**src/rtl/id_ex_stage_pkg.sv**
```systemverilog
// Shared widths, ALU select codes and register constants for the ID/EX stage.
package id_ex_stage_pkg;

    localparam int DEF_DATA_W     = 32;
    localparam int DEF_REG_ADDR_W = 5;
    localparam int DEF_SEL_W      = 5;

    localparam logic [DEF_SEL_W-1:0] ALU_ADD  = 5'd0;
    localparam logic [DEF_SEL_W-1:0] ALU_SUB  = 5'd1;
    localparam logic [DEF_SEL_W-1:0] ALU_AND  = 5'd2;
    localparam logic [DEF_SEL_W-1:0] ALU_OR   = 5'd3;
    localparam logic [DEF_SEL_W-1:0] ALU_XOR  = 5'd4;
    localparam logic [DEF_SEL_W-1:0] ALU_SLL  = 5'd5;
    localparam logic [DEF_SEL_W-1:0] ALU_SRL  = 5'd6;
    localparam logic [DEF_SEL_W-1:0] ALU_SRA  = 5'd7;
    localparam logic [DEF_SEL_W-1:0] ALU_SLT  = 5'd8;
    localparam logic [DEF_SEL_W-1:0] ALU_SLTU = 5'd9;

    localparam logic [DEF_REG_ADDR_W-1:0] REG_X0 = '0;

endpackage

```
**src/rtl/id_ex_stage_fwd_mux.sv**
```systemverilog
// Priority operand forwarding for one source register: x0, then MEM, then WB, then held data.
module fwd_mux #(
    parameter int DATA_W     = 32,
    parameter int REG_ADDR_W = 5
) (
    input  logic [REG_ADDR_W-1:0] addr,
    input  logic [DATA_W-1:0]     data,
    input  logic                  mem_en,
    input  logic [REG_ADDR_W-1:0] mem_rd,
    input  logic [DATA_W-1:0]     mem_data,
    input  logic                  wb_en,
    input  logic [REG_ADDR_W-1:0] wb_rd,
    input  logic [DATA_W-1:0]     wb_data,
    output logic [DATA_W-1:0]     result
);

    // NOTE: default first so every path assigns result and no latch is inferred.
    always_comb begin
        result = data;
        if (addr == '0) begin
            result = '0;
        end else if (mem_en && (mem_rd == addr)) begin
            result = mem_data;
        end else if (wb_en && (wb_rd == addr)) begin
            result = wb_data;
        end
    end

endmodule

```
**src/rtl/id_ex_stage.sv**
```systemverilog
// ID/EX pipeline register: holds one decoded instruction, forwards MEM/WB results
// into its operands and drives the ALU a/b/sel inputs.
module id_ex_stage
    import id_ex_stage_pkg::*;
#(
    parameter int DATA_W     = DEF_DATA_W,
    parameter int REG_ADDR_W = DEF_REG_ADDR_W,
    parameter int SEL_W      = DEF_SEL_W
) (
    input  logic                  clk,
    input  logic                  rst_n,
    input  logic                  in_valid,
    output logic                  in_ready,
    input  logic [DATA_W-1:0]     in_pc,
    input  logic [DATA_W-1:0]     in_rs1_data,
    input  logic [DATA_W-1:0]     in_rs2_data,
    input  logic [DATA_W-1:0]     in_imm,
    input  logic [REG_ADDR_W-1:0] in_rs1_addr,
    input  logic [REG_ADDR_W-1:0] in_rs2_addr,
    input  logic [REG_ADDR_W-1:0] in_rd_addr,
    input  logic [SEL_W-1:0]      in_alu_sel,
    input  logic                  in_use_pc,
    input  logic                  in_use_imm,
    input  logic                  in_reg_write,
    input  logic                  flush,
    input  logic                  ex_ready,
    input  logic                  fwd_mem_en,
    input  logic [REG_ADDR_W-1:0] fwd_mem_rd,
    input  logic [DATA_W-1:0]     fwd_mem_data,
    input  logic                  fwd_wb_en,
    input  logic [REG_ADDR_W-1:0] fwd_wb_rd,
    input  logic [DATA_W-1:0]     fwd_wb_data,
    output logic                  out_valid,
    output logic [DATA_W-1:0]     alu_a,
    output logic [DATA_W-1:0]     alu_b,
    output logic [SEL_W-1:0]      alu_sel,
    output logic [DATA_W-1:0]     out_rs2_data,
    output logic [REG_ADDR_W-1:0] out_rd_addr,
    output logic                  out_reg_write
);

    logic                  valid_q;
    logic [DATA_W-1:0]     pc_q, rs1_data_q, rs2_data_q, imm_q;
    logic [REG_ADDR_W-1:0] rs1_addr_q, rs2_addr_q, rd_addr_q;
    logic [SEL_W-1:0]      sel_q;
    logic                  use_pc_q, use_imm_q, reg_write_q;

    logic [DATA_W-1:0]     in_rs1_fwd, in_rs2_fwd, rs1_fwd, rs2_fwd;
    logic                  wb_hit_rs1, wb_hit_rs2;

    assign in_ready = !valid_q || ex_ready || flush;

    // Incoming operands are forwarded before capture so a same-cycle MEM/WB write is not lost.
    fwd_mux #(.DATA_W(DATA_W), .REG_ADDR_W(REG_ADDR_W)) u_in_rs1 (
        .addr(in_rs1_addr), .data(in_rs1_data),
        .mem_en(fwd_mem_en), .mem_rd(fwd_mem_rd), .mem_data(fwd_mem_data),
        .wb_en(fwd_wb_en), .wb_rd(fwd_wb_rd), .wb_data(fwd_wb_data),
        .result(in_rs1_fwd)
    );

    fwd_mux #(.DATA_W(DATA_W), .REG_ADDR_W(REG_ADDR_W)) u_in_rs2 (
        .addr(in_rs2_addr), .data(in_rs2_data),
        .mem_en(fwd_mem_en), .mem_rd(fwd_mem_rd), .mem_data(fwd_mem_data),
        .wb_en(fwd_wb_en), .wb_rd(fwd_wb_rd), .wb_data(fwd_wb_data),
        .result(in_rs2_fwd)
    );

    fwd_mux #(.DATA_W(DATA_W), .REG_ADDR_W(REG_ADDR_W)) u_rs1 (
        .addr(rs1_addr_q), .data(rs1_data_q),
        .mem_en(fwd_mem_en), .mem_rd(fwd_mem_rd), .mem_data(fwd_mem_data),
        .wb_en(fwd_wb_en), .wb_rd(fwd_wb_rd), .wb_data(fwd_wb_data),
        .result(rs1_fwd)
    );

    fwd_mux #(.DATA_W(DATA_W), .REG_ADDR_W(REG_ADDR_W)) u_rs2 (
        .addr(rs2_addr_q), .data(rs2_data_q),
        .mem_en(fwd_mem_en), .mem_rd(fwd_mem_rd), .mem_data(fwd_mem_data),
        .wb_en(fwd_wb_en), .wb_rd(fwd_wb_rd), .wb_data(fwd_wb_data),
        .result(rs2_fwd)
    );

    assign wb_hit_rs1 = fwd_wb_en && (fwd_wb_rd == rs1_addr_q) && (rs1_addr_q != '0);
    assign wb_hit_rs2 = fwd_wb_en && (fwd_wb_rd == rs2_addr_q) && (rs2_addr_q != '0);

    // NOTE: sequential state uses non-blocking assignments so every register samples pre-edge values.
    always_ff @(posedge clk or negedge rst_n) begin
        if (!rst_n) begin
            valid_q     <= 1'b0;
            pc_q        <= '0;
            rs1_data_q  <= '0;
            rs2_data_q  <= '0;
            imm_q       <= '0;
            rs1_addr_q  <= '0;
            rs2_addr_q  <= '0;
            rd_addr_q   <= '0;
            sel_q       <= SEL_W'(ALU_ADD);
            use_pc_q    <= 1'b0;
            use_imm_q   <= 1'b0;
            reg_write_q <= 1'b0;
        end else if (flush) begin
            valid_q <= 1'b0;
        end else if (in_ready) begin
            valid_q     <= in_valid;
            pc_q        <= in_pc;
            rs1_data_q  <= in_rs1_fwd;
            rs2_data_q  <= in_rs2_fwd;
            imm_q       <= in_imm;
            rs1_addr_q  <= in_rs1_addr;
            rs2_addr_q  <= in_rs2_addr;
            rd_addr_q   <= in_rd_addr;
            sel_q       <= in_alu_sel;
            use_pc_q    <= in_use_pc;
            use_imm_q   <= in_use_imm;
            reg_write_q <= in_reg_write;
        end else begin
            // Stalled: WB will retire before we leave, so absorb its result now.
            if (wb_hit_rs1) rs1_data_q <= fwd_wb_data;
            if (wb_hit_rs2) rs2_data_q <= fwd_wb_data;
        end
    end

    assign out_valid     = valid_q;
    assign alu_a         = use_pc_q  ? pc_q  : rs1_fwd;
    assign alu_b         = use_imm_q ? imm_q : rs2_fwd;
    assign alu_sel       = sel_q;
    assign out_rs2_data  = rs2_fwd;
    assign out_rd_addr   = rd_addr_q;
    assign out_reg_write = reg_write_q && valid_q;

endmodule
```
**config.mk**
```make
export PLATFORM = sky130hd
export DESIGN_NAME = id_ex_stage
export DESIGN_NICKNAME = d
export VERILOG_FILES = /design/src/rtl/id_ex_stage_pkg.sv /design/src/rtl/id_ex_stage_fwd_mux.sv /design/src/rtl/id_ex_stage.sv
export SDC_FILE = /design/constraint.sdc
export NUM_CORES = 1
export LEC_CHECK = 0
export CAP_MARGIN = 5
export CELL_PAD_IN_SITES_DETAIL_PLACEMENT = 0
export CELL_PAD_IN_SITES_GLOBAL_PLACEMENT = 1
export CORE_ASPECT_RATIO = 0.75
export CORE_MARGIN = 8
export CORE_UTILIZATION = 36
export CTS_BUF_LIST = sky130_fd_sc_hd__clkbuf_2
export DETAILED_ROUTE_END_ITERATION = 8
export PLACE_DENSITY = 0.95
export RECOVER_POWER = 25
export SETUP_SLACK_MARGIN = 0.2
export SKIP_LAST_GASP = 1
export SLEW_MARGIN = 20
export SYNTH_ARGS = -nofsm -noshare
export SYNTH_HDL_FRONTEND = slang
export SYNTH_SLANG_ARGS = --single-unit
```
**constraint.sdc**
```tcl
create_clock -name clk -period 4.95 [get_ports clk]
set_input_delay 0.99 -clock clk [delete_from_list [all_inputs] [get_ports clk]]
set_output_delay 0.99 -clock clk [all_outputs]
set_load 0.02 [all_outputs]
```
==> summary.md <==
| Metric | Value |
|---|---|
| Pint | `~2400 µW` |
| Layout area overhead | `39.9%` |
| Initial Utilization | `0.363` |
| Worst Tran Pin Value | `around 3.6 ns` |
| Site Rows | `53` |
| Detailed Place HPWL | `between 30 and 40 mm` |
| CTS max path bufs | `2` |
| Clock power share | `0.198` |
| Reg2reg end | `rs2_data_q[13]` |
| CP arrival | `between 3 and 4 ns` |
| Fin crit share | `0.951` |
| Status | `finished with violations` |
| DRC | `0` |
| Post-Syn Nets | `around 1,500` |
| Wl on met1 | `between 15 and 20 mm` |
| Clock Sinks | `roughly 150` |
| H-tree levels | `4` |
| Slowest cell on the critical path | `clkdlybuf4s50_1` |
| Ys Warns | `0` |
| Clock Root Buffer | `clkbuf_2` |
| Ys async rst share | `1.00` |
| Leading cell type in the layout, fill and taps excluded | `nand2_1` |
| Crit Path Max Fanout | `17` |
| Cell area power density | `between 200 and 300 nW/µm²` |
| Violated checks | `max-capacitance violations, max-slew violations` |
| Hold Fails Final Rpt | `0` |
| DRT antenna net count | `0` |
| Slew Limit Fails | `75` |
| Hold WC Path Type | `input port to async pin` |
| Die height | `between 150 and 200 µm` |
| Max transition margin | `-1.40` |
| Clock period minus final worst setup slack | `4.71 ns` |
| Worst skew pair latency | `just over 0.8 ns` |
| Post-synthesis sequential area ratio | `0.378` |
| Logic gate share of total power | `0.413` |
| Clock-pin slew on the worst setup and hold paths | `~0.23 ns` |
| Core Box Area | `about 28,000 µm²` |
| DP Cell Count | `1,891` |
| Mapped Area | `just over 10,000 µm²` |
| Sw Ratio | `0.390` |
| Vias/cell | `between 6 and 7` |
| Final worst setup slack | `roughly 0.24 ns` |
| Setup WS pre-CTS | `roughly 0.23 ns` |
| Final setup vio count | `0` |
| Placer Congestion | `between 0.9 and 1` |
| Setup TNS | `0 ns` |
| Peak per-stage delay on the critical path | `0.57 ns` |
| Layout cells sized above 1 | `0.0906` |
| Post-route non-filler standard cell count | `1,927` |
| Routed wl met3 | `~6.2 mm` |
| Most frequent cells in the layout | `392 x nand2_1, 320 x clkdlybuf4s50_1, 150 x dfrtp_1` |
| First-pass GRT wire length | `74.1 mm` |
| Max VDD drop | `~0.00014 V` |
| Synthesized flop and latch total | `between 150 and 200` |
| Critical path cell sequence | `clkdlybuf4s50_1 > xor2_1 > nor3_2 > nand3_2 > buf_4 > a221oi_1 > nor2_1 > clkdlybuf4s50_1` |
| Die Wd | `between 200 and 250 µm` |
| CTS tree | `yes` |
| Die area | `around 34,000 µm²` |
| Worst setup SP type | `input port` |
| Clk_skew | `roughly 0.049 ns` |
| Hold buffer count at cts | `0` |
| Area contributors post-synth | `dfrtp_1 38%, nand2_1 15%, a221oi_1 8.5%` |
| Critical path endpoint category | `output port` |
| IO Pins | `341` |
| Mapped Cells | `about 1,300` |
| Yosys top cell area share | `0.378` |
| Number of distinct library cells after synthesis | `32` |
| Synth Flop Type | `dfrtp_1` |
| Sequential Power Share | `0.389` |
| Vias in the first global route | `roughly 12,000` |
| Nets | `roughly 1,800` |
| Routed vias | `~12,000` |
| Met2 routed WL | `between 20 and 25 mm` |
| Fmax | `about 0.21 GHz` |
| Tot GR Track Use | `0.281` |
| Initial antenna violation count | `6` |
| Worst Reg-to-Reg Cells | `6` |
| Drt total wl | `49.2 mm` |
| GRT overflow | `0` |
| Most used cell, CP | `clkdlybuf4s50_1` |
| Leading area contributor after synthesis | `dfrtp_1` |
| Inserted Clock Buffers | `17` |
| Req. time, crit path | `just under 4 ns` |
| Iteration-0 DRC Markers | `around 1,400` |
| Leakage | `between 0.005 and 0.006 µW` |
| MaxCap Viol Count | `1` |
| Syn_area_per_cell | `7.80 µm²` |
| Pin count of the biggest net entering global routing | `96` |
| WS Path Type | `input port to output port` |
| R2r setup slk | `~1.8 ns` |
| RSZ-0062 raised after global routing | `yes` |
| I/O Buffers | `340` |
| RR Startpoint | `rs2_addr_q[0]` |
| 1st-pass router iterations | `5` |
| Highest metal layer with signal wires | `met5` |
| P_sw | `approximately 1500 µW` |
| Post-synth EDFFs | `0` |
| Post-DR wirelength/cell | `25.5 µm` |
## cell type report
cell class	instances	area (µm²)
clock inverters	12	125
fillers	2681	13700
multi-input cells	1010	5910
clock buffers	20	100
inverters	2	7.51
flip-flops and latches	152	3810
diodes	3	7.51
repair buffers	371	3690
well taps	357	447
## registers in the layout, summed over array words and instances (netlist names)
signal,cells
imm_q,32
use_imm_q,1
out_valid,1
rs1_addr_q,5
pc_q,32
rs1_data_q,32
alu_sel,5
out_rd_addr,5
rs2_addr_q,5
use_pc_q,1
rs2_data_q,32
reg_write_q,1
## routing by layer
metal | vias up | GRT usage
li1 | 5194 | -
met3 | 151 | 0.0968
met1 | 5699 | 0.358
met5 | - | 0
met2 | 914 | 0.430
met4 | 6 | 0.115
## worst max-delay path by stage
stage,startpoint,end,slack (ns),cells after the start
2_1_floorplan,fwd_mem_rd[0],alu_b[30],1.33,7
3_3_place_gp,fwd_wb_rd[1],alu_a[9],0.30,8
3_5_place_dp,fwd_mem_rd[4],alu_b[26],0.23,7
4_1_cts,fwd_mem_rd[4],alu_b[26],0.22,7
5_1_grt,rst_n,rs2_data_q[13],0.16,2
6_report,fwd_wb_rd[2],out_rs2_data[12],0.24,8
## cells by family after synthesis
group	share of synthesized area
AND/OR/NAND/NOR	0.236
AO/OA/AOI/OAI	0.284
flip-flops	0.378
buffers and inverters	0.0524
XOR/XNOR	0.0348
multiplexers	0.0155
## timing repair
item | in CTS | in global routing
resized for setup | 0 | 24
endpoints found under the setup margin | 0 | 43
setup buffers | 0 | 1
## worst max-delay path, delay by kind of cell
family	cells	cell delay (ns)
AO/OA/AOI/OAI	1	0.54
XOR/XNOR	1	0.20
buffers and inverters	3	1.35
AND/OR/NAND/NOR	3	0.62
## power groups by stage
stage / registers, µW / logic [µW] / clock network, µW
floorplan: 1490 / 784 / 0
global placement: 1510 / 1550 / 0
detailed placement: 1510 / 1580 / 0
CTS: 1490 / 1580 / 778
global route: 1520 / 1700 / 812
finish: 1500 / 1590 / 763
## through the flow
step / area [µm²] / utilization / total power, µW / hold WS (ns)
finish: 14100 / 0.507 / 3850 / 0.189
global route: 14100 / 0.507 / 4030 / 0.196
CTS: 14000 / 0.504 / 3850 / 0.174
detailed placement: 13800 / 0.496 / 3090 / 0.463
global placement: 13800 / 0.496 / 3060 / 0.452
floorplan: 10100 / - / 2280 / 0.438
## synth_stat cells, types with 2 or more instances
| cell type | n |
|---|---|
| nor3_2 | 2 |
| nand3_1 | 72 |
| a221oi_2 | 30 |
| inv_1 | 2 |
| o221ai_1 | 32 |
| nor2b_1 | 2 |
| nand4_1 | 5 |
| or2_2 | 5 |
| nand2_1 | 392 |
| o31ai_1 | 32 |
| o211ai_1 | 18 |
| xnor2_1 | 33 |
| o21ai_0 | 138 |
| xor2_1 | 7 |
| buf_1 | 5 |
| and2_1 | 34 |
| nor2_1 | 47 |
| o21ai_1 | 35 |
| mux2_2 | 13 |
| or3_1 | 2 |
| nor3_1 | 5 |
| a221oi_1 | 98 |
| buf_6 | 4 |
| dfrtp_1 | 152 |
| a21oi_1 | 3 |
| clkbuf_1 | 107 |
| buf_2 | 11 |
No activity file was read; power rests on OpenSTA's default activity.
